==> config.mk <==
export PLATFORM = sky130hd
export DESIGN_NAME = pc_stack_controller
export DESIGN_NICKNAME = d
export VERILOG_FILES = /design/src/rtl/pc_stack_controller.sv
export SDC_FILE = /design/constraint.sdc
export NUM_CORES = 1
export LEC_CHECK = 0
export ABC_AREA = 1
export CORE_ASPECT_RATIO = 0.8
export CORE_MARGIN = 4
export CORE_UTILIZATION = 55
export CTS_CLUSTER_SIZE = 28
export DETAILED_ROUTE_END_ITERATION = 7
export PLACE_DENSITY = 0.81
export SYNTH_ARGS = -nofsm -noshare
export SYNTH_HDL_FRONTEND = slang
export SYNTH_SLANG_ARGS = --single-unit
==> constraint.sdc <==
create_clock -name clk -period 2.47 [get_ports clk]
set_input_delay 0.247 -clock clk [delete_from_list [all_inputs] [get_ports clk]]
set_output_delay 0.247 -clock clk [all_outputs]
set_load 0.02 [all_outputs]
==> src/rtl/pc_stack_controller.sv <==
// Return-address stack sequencer for CALL/RET: pushes the PC on call, pops it
// onto the PC load bus on return, and reports busy/done/error status.
module pc_stack_controller #(
  parameter int unsigned DATA_W = 8,
  parameter int unsigned DEPTH  = 16,
  parameter int unsigned PTR_W  = 4
) (
  input  logic              clk,
  input  logic              rst,
  input  logic              call_req,
  input  logic              ret_req,
  input  logic [DATA_W-1:0] pc_current,
  input  logic              clear_err,
  output logic              busy,
  output logic              done,
  output logic              err,
  output logic [DATA_W-1:0] pc_load_value,
  output logic              pc_load_en,
  output logic [PTR_W:0]    sp,
  output logic              empty,
  output logic              full,
  output logic              overflow,
  output logic              underflow
);

  localparam int unsigned SP_W = PTR_W + 1;
  localparam logic [PTR_W:0] DEPTH_P = SP_W'(DEPTH);

  typedef enum logic [1:0] {IDLE, LOAD, ACK, ERR} state_e;

  state_e              state_q;
  logic [DATA_W-1:0]   mem_q [DEPTH];
  logic [PTR_W:0]      sp_q;
  logic [DATA_W-1:0]   pc_load_value_q;
  logic                busy_q, done_q, err_q, load_q;
  logic                empty_q, full_q, ovf_q, unf_q;

  logic                push_c;
  logic [PTR_W:0]      sp_inc, sp_dec;
  logic [PTR_W-1:0]    wr_idx, rd_idx;

  assign push_c = (state_q == IDLE) && call_req && !full_q;
  assign sp_inc = sp_q + SP_W'(1);
  assign sp_dec = sp_q - SP_W'(1);
  // Top of stack sits one below sp; at sp==DEPTH the low bits wrap to the last entry.
  assign wr_idx = sp_q[PTR_W-1:0];
  assign rd_idx = sp_q[PTR_W-1:0] - PTR_W'(1);

  // Storage is not reset; only the pointer defines which entries are valid.
  always_ff @(posedge clk) begin
    if (push_c) mem_q[wr_idx] <= pc_current;
  end

  always_ff @(posedge clk or negedge rst) begin
    if (!rst) begin
      state_q         <= IDLE;
      sp_q            <= '0;
      pc_load_value_q <= '0;
      busy_q          <= 1'b0;
      done_q          <= 1'b0;
      err_q           <= 1'b0;
      load_q          <= 1'b0;
      empty_q         <= 1'b1;
      full_q          <= 1'b0;
      ovf_q           <= 1'b0;
      unf_q           <= 1'b0;
    end else begin
      done_q <= 1'b0;
      err_q  <= 1'b0;
      load_q <= 1'b0;
      // Clear first so a same-cycle error set below takes precedence.
      if (clear_err) begin
        ovf_q <= 1'b0;
        unf_q <= 1'b0;
      end
      case (state_q)
        IDLE: begin
          if (call_req) begin
            busy_q <= 1'b1;
            done_q <= 1'b1;
            if (full_q) begin
              ovf_q   <= 1'b1;
              err_q   <= 1'b1;
              state_q <= ERR;
            end else begin
              sp_q    <= sp_inc;
              empty_q <= 1'b0;
              full_q  <= (sp_inc == DEPTH_P);
              state_q <= ACK;
            end
          end else if (ret_req) begin
            busy_q <= 1'b1;
            if (empty_q) begin
              unf_q   <= 1'b1;
              done_q  <= 1'b1;
              err_q   <= 1'b1;
              state_q <= ERR;
            end else begin
              sp_q            <= sp_dec;
              full_q          <= 1'b0;
              empty_q         <= (sp_dec == '0);
              pc_load_value_q <= mem_q[rd_idx];
              load_q          <= 1'b1;
              state_q         <= LOAD;
            end
          end
        end
        LOAD: begin
          done_q  <= 1'b1;
          state_q <= ACK;
        end
        ACK, ERR: begin
          busy_q  <= 1'b0;
          state_q <= IDLE;
        end
        default: begin
          busy_q  <= 1'b0;
          state_q <= IDLE;
        end
      endcase
    end
  end

  assign busy          = busy_q;
  assign done          = done_q;
  assign err           = err_q;
  assign pc_load_en    = load_q;
  assign pc_load_value = pc_load_value_q;
  assign sp            = sp_q;
  assign empty         = empty_q;
  assign full          = full_q;
  assign overflow      = ovf_q;
  assign underflow     = unf_q;

endmodule

==> results of run 1 <==
[how the worst max path moves through the flow]
stage | startpoint | cells past startpoint | to | slack (ns)
floorplan | sp[0]$_DFFE_PN0P_ | 13 | pc_load_value[4]$_DFFE_PN0P_ | 0.25
global placement | sp[0]$_DFFE_PN0P_ | 5 | mem_q[11][0]$_DFFE_PP_ | 0.19
detailed placement | sp[0]$_DFFE_PN0P_ | 5 | mem_q[11][3]$_DFFE_PP_ | 0.21
CTS | sp[0]$_DFFE_PN0P_ | 2 | sp[0] | 0.11
global route | sp[1]$_DFFE_PN0P_ | 8 | pc_load_value[3]$_DFFE_PN0P_ | 0.05
finish | sp[0]$_DFFE_PN0P_ | 6 | mem_q[10][2]$_DFFE_PP_ | 0.21
[power breakdown]
part	switching [µW]	internal (µW)	total [µW]
Clock	977	1500	2480
Sequential	167	3040	3200
Combinational	2820	1280	4090
Total	3960	5810	9770
[synth_stat cells, drive strengths merged, types with 2 or more instances]
library cell	count
a21oi	3
buf	20
clkbuf	5
dfrtp	22
edfxtp	128
ha	6
inv	113
nand2	221
nand3	103
nand4	2
nor2	27
nor3	5
o21ai	5
xor2	4
[critical path: stages, from the launching register on]
cell and delay [ns]:
dfrtp_2 0.42, inv_2 0.24, buf_4 0.53, ha_1 0.23, nand2_1 0.11, nor2_1 0.21, buf_4 0.22
[state kept, by name, indices dropped and copies added (netlist names)]
signal         count
mem_q            128
empty              1
pc_load_value      8
pc_load_en         1
busy               1
underflow          1
overflow           1
full               1
sp                 5
done               1
state_q            2
err                1
[cells by family (layout without fill, tap and decap cells)]
family / count (synthesis) / after routing
AOI/OAI and AO/OA: 11 / 11
xor gates and xnor gates: 5 / 5
adders and majority gates: 6 / 6
buffers and inverters: 138 / 203
DFF: 151 / 151
and+or+nand+nor: 359 / 359
[final cells by class]
| cell class | instances | area share [%] |
|---|---|---|
| Clock inverter | 10 | 1.342 |
| Sequential cell | 151 | 56.44 |
| Multi-Input combinational cell | 381 | 21.98 |
| Tap cell | 148 | 2.364 |
| Clock buffer | 22 | 5.798 |
| Inverter | 113 | 5.414 |
| Timing Repair Buffer | 58 | 6.660 |
[stage by stage]
stage               instance area, µm²  utilization, %  hold slack [ns]  total power [µW]  setup slack (ns)
global route                      7834           66.75           0.2563             10340           0.05199
global placement                  7271           61.95           0.4635              7149            0.1908
floorplan                         6704               -         -0.04859              5969            0.2462
finish                            7834           66.75           0.2143              9775            0.2124
detailed placement                7271           61.95           0.4706              7196            0.2071
CTS                               7830           66.72           0.2263              9686            0.1071
[what timing repair did]
| action | 4_1_cts | 5_1_grt |
|---|---|---|
| gates resized for setup | 0 | 1 |
| setup endpoints to repair | 0 | 8 |
| hold buffers | 0 | 0 |
[layer usage]
| metal | wire (µm) | part of all wire, % | global-route usage (%) |
|---|---|---|---|
| met2 | 7877 | 48 | 39.74 |
| met5 | 0 | 0 | 0 |
| met1 | 6666 | 41 | 32.81 |
| met4 | 303 | 1.9 | 7.196 |
| met3 | 1476 | 9.0 | 6.848 |
==> impl_metrics.py, run 1 <==
metrics = {
    "grt": {
        "overflow": 0,
        "grt_max_degree": 71,
        "grt_pass1_wl_mm": 26.05,
        "grt_pass1_vias": 4856,
        "track_usage_pct": 24.53,
        "grt_antenna_before_repair": 0,
    },
    "finish": {
        "layout_commonest_cell": "nand2_1",
        "final_nets": 741,
        "fin_cells": 883,
        "nFillCells": 852,
        "num_antenna_cells": 0,
        "ff_latch_area_mm2": 0.004422,
        "syn2layout_area_growth_pct": 16.85,
        "multi_input_comb_area_mm2": 0.001722,
        "drive_gt1_share_pct": 8.980,
        "final_cell_mix": "nand2_1, edfxtp_1, inv_1",
    },
    "yosys": {
        "ys_warn_count": 0,
        "synth_top_area_cell": "edfxtp_1",
        "synth_edf_count": 128,
        "synthAdderAreaFrac_pct": 1.120,
        "synthMuxAreaShare_pct": 0,
        "synthFlopType": "edfxtp_1",
        "synth_compound_area_share_pct": 0.8959,
        "synth_top_family_by_area": "simple AND/OR/NAND/NOR gates",
        "synth_seq_cells": 151,
        "synth-xor-area-share_pct": 1.045,
        "netlist_area_mm2": 0.006704,
        "synth_nets": 689,
        "seq_area_frac_synth_pct": 65.94,
        "syn_inst": 670,
        "post-synth-top-area-fraction_pct": 57.33,
        "avgSynthCellArea_um2": 10.01,
        "synth_area_leaders": "edfxtp_1, nand2_1, dfrtp_1",
        "synthSimpleGateAreaFrac_pct": 22.62,
        "yosysUniqueCellTypes": 28,
        "async_reset_ff_share_pct": 15.23,
    },
    "setup_path": {
        "required_ns": 2.60,
        "crit_arrival_ns": 2.39,
        "path_max_fanout": 51,
        "r2r-end": "mem_q[10][2]$_DFFE_PP_",
        "start_kind": "flop",
        "end_kind": "flop",
        "ff2ff_setup_slack_ns": 0.21,
        "worst-r2r-cell-count": 6,
        "worst-setup-path-type": "flop to flop",
        "r2r_start": "sp[0]$_DFFE_PN0P_",
    },
    "sta": {
        "period_needed_ns": 2.258,
        "setup_viol": 0,
        "tightest_slew_ns": 0.8297,
        "rsz0062_at_grt": "no",
        "slew_violations": 0,
        "clock_skew_ns": 0.005207,
        "fmax_mhz": 443.0,
        "tns_ns": 0,
        "fin_crit_sh_pct": 91.40,
        "finalHoldViolations": 0,
        "slew_headroom_pct": 44.42,
    },
    "job": {
        "maxCapViolCount": 0,
    },
    "power_and_ir_drop": {
        "peakVddDrop_mv": 0.8535,
        "leakage_uw": 0.003456,
        "power_density_mw_per_mm2": 1248,
    },
    "drt": {
        "drcViolationCount": 0,
        "wl_per_cell_um": 18.49,
        "first_iter_violations": 696,
        "dr.pass1.iters": 6,
        "viasPerCell": 5.545,
        "routed_wl_mm": 16.33,
        "num_vias": 4896,
        "postRouteAntennaNets": 0,
    },
    "clock_tree": {
        "clock_path_buffers": 2,
        "clkTransAtPathRegs_ns": 0.06,
        "clkSinkCount": 151,
        "cts_max_level": 4,
        "cts_tree": "built",
        "numCtsBuffers": 17,
        "post_cts_buffers": 0,
        "cts_root_buffer": "clkbuf_16",
        "clock_latency_ns": 0.42,
    },
    "die": {
        "dieArea_mm2": 0.01403,
        "fp-row-count": 35,
        "dieHeight_um": 106.8,
        "start_util_pct": 57.12,
        "core_area_mm2": 0.01174,
        "io_pins": 34,
        "die_w_um": 131.4,
    },
    "status": {
        "status": "completed",
    },
    "placement": {
        "routabilityCongestion": 0.9510,
        "io_buffers": 33,
        "dpl.hpwl_mm": 10.73,
        "dp.cells": 851,
    },
    "hold_path": {
        "hp-class": "input port to async pin",
    },
}
Power figures use the tool's default switching activity.
==> run 2, diff against run 1 <==
MAX_ROUTING_LAYER = met4   (was unset)
clock period = 2.5 ns   (was 2.47 ns; I/O delays follow)
==> impl_metrics.py, run 2 (synthesis results as in run 1) <==
metrics = {
    "power_and_ir_drop": {
        "internal-power_uw": 5896,
        "clock_power_share_pct": 26.2,
        "switchingPower_uw": 3894,
        "leakage_uw": 0.003482,
        "p_comb_share_pct": 41.6,
        "switching_share_pct": 39.77,
        "power_density_mw_per_mm2": 1239,
        "p_seq_share_pct": 32.2,
        "peakVddDrop_mv": 0.9025,
    },
    "sta": {
        "tightest_slew_ns": 0.8548,
        "tns_ns": 0,
        "slew_violations": 0,
        "slew_headroom_pct": 42.83,
        "fin_crit_sh_pct": 94.41,
        "clock_skew_ns": 0.006089,
        "period_needed_ns": 2.360,
        "finalHoldViolations": 0,
        "rsz0062_at_grt": "no",
        "setup_viol": 0,
        "fmax_mhz": 423.7,
        "timing.hold.ws_ns": 0.03820,
    },
    "setup_path": {
        "path_common_cell": "buf_4",
        "crit_arrival_ns": 2.48,
        "required_ns": 2.62,
        "slowest_delay_ns": 0.59,
        "crit_family": "buffers and inverters",
        "end_kind": "flop",
        "path_buf_inv": 3,
        "crit_chain": "buf_4, ha_1, inv_1, nor3_1, buf_4",
        "worst-setup-path-type": "flop to flop",
        "ff2ff_setup_slack_ns": 0.14,
        "critical_path.slowest_cell": "buf_4",
        "path_max_fanout": 70,
        "start_kind": "flop",
    },
    "clock_tree": {
        "cts_tree": "built",
        "numCtsBuffers": 17,
        "clock_path_buffers": 2,
        "clkSinkCount": 151,
        "post_cts_buffers": 0,
        "cts_hold_buf": 0,
        "cts_root_buffer": "clkbuf_16",
        "cts_resized": 0,
        "cts_max_level": 4,
        "clock_latency_ns": 0.42,
        "clkTransAtPathRegs_ns": 0.06,
    },
    "die": {
        "dieArea_mm2": 0.01403,
        "dieHeight_um": 106.8,
        "fp-row-count": 35,
        "die_w_um": 131.4,
        "io_pins": 34,
        "start_util_pct": 57.12,
        "core_area_mm2": 0.01174,
    },
    "hold_path": {
        "hp-class": "input port to async pin",
    },
    "drt": {
        "num_vias": 4930,
        "viasPerCell": 5.558,
        "wl_per_cell_um": 18.11,
        "routed_wl_mm": 16.07,
        "drcViolationCount": 0,
        "dr.pass1.iters": 5,
        "postRouteAntennaNets": 0,
        "first_iter_violations": 834,
    },
    "finish": {
        "num_antenna_cells": 0,
        "fin_util_pct": 67.31,
        "layout_commonest_cell": "nand2_1",
        "fin_cells": 887,
        "largest_reg_flops": 128,
        "syn2layout_area_growth_pct": 17.84,
        "drive_gt1_share_pct": 9.743,
        "final_cell_mix": "nand2_1, edfxtp_1, inv_1",
        "final_nets": 745,
        "regMostFlops": "mem_q",
        "fin_area_mm2": 0.007900,
    },
    "placement": {
        "placed_area_mm2": 0.007301,
        "routabilityCongestion": 1.005,
        "dp.cells": 855,
        "io_buffers": 33,
        "dpl.hpwl_mm": 10.66,
    },
    "status": {
        "status": "completed",
    },
    "grt": {
        "overflow": 0,
        "grt_antenna_before_repair": 0,
        "track_usage_pct": 25.28,
        "grt_pass1_wl_mm": 26.35,
        "grt_pass1_vias": 4923,
        "grt_max_degree": 71,
    },
    "job": {
        "maxCapViolCount": 0,
    },
}
run 2: cell count changes in the layout (fill, tap and decap cells not counted):
cell        delta
clkbuf_1       -2
clkinv_4       +2
buf_4          +5
bufinv_16      +1
clkinv_2       -3
clkinvlp_4     +2
buf_6          -1
run 2: worst paths after layout:
path,from,endpoint,cells after the start
setup / recovery,sp[0]$_DFFE_PN0P_,mem_q[11][7]$_DFFE_PP_,5
hold / removal,rst,pc_load_value[2]$_DFFE_PN0P_,1
setup reg to reg,sp[0]$_DFFE_PN0P_,mem_q[11][7]$_DFFE_PP_,5
hold reg to reg,pc_load_value[6]$_DFFE_PN0P_,pc_load_value[6]$_DFFE_PN0P_,2
max in group asynchronous,rst,empty$_DFFE_PN1P_,2
min in group clk,clear_err,underflow$_DFF_PN0_,4
run 2: worst reg2reg max path, delay by kind of cell (launching register included):
kind	cells	cell delay [ns]
buffers and inverters	3	0.97
AND/OR/NAND/NOR	1	0.39
flip-flops	1	0.36
adder cells (fa/ha/maj)	1	0.35
run 2: final cells by class:
class | count | area [µm²]
well taps | 148 | 185.2
fillers | 842 | 3836
clock buffers | 20 | 446.7
multi-input cells | 381 | 1722
inverters | 113 | 424.2
clock inverters | 12 | 152.6
flip-flops and latches | 151 | 4422
repair buffers | 62 | 548.0
run 2: metal layers:
metal  part of all wire, %  routed length (µm)  vias to the layer above  GRT usage, %
li1                      -                   -                     2262             -
met1                    41                6636                     2323         32.70
met2                    47                7524                      294         39.62
met3                   8.7                1395                       51         5.206
met4                   3.2                 508                        0         10.57
met5                     0                   0                        -             -
run 2: power by group through the flow:
stage          sequential [µW]  clock [µW]  combinational (µW)
2_1_floorplan             3340           0                2560
4_1_cts                   3150        2600                4000
5_1_grt                   3170        2730                4480
3_3_place_gp              3180           0                3920
6_report                  3150        2570                4070
3_5_place_dp              3190           0                3960
run 2: stage by stage:
step | power (µW) | worst slack (ns)
final | 9790 | 0.1398
after floorplan | 5898 | 0.2762
after detailed placement | 7149 | 0.2329
after global routing | 10390 | 0.04347
after global placement | 7104 | 0.2507
after CTS | 9742 | 0.1331
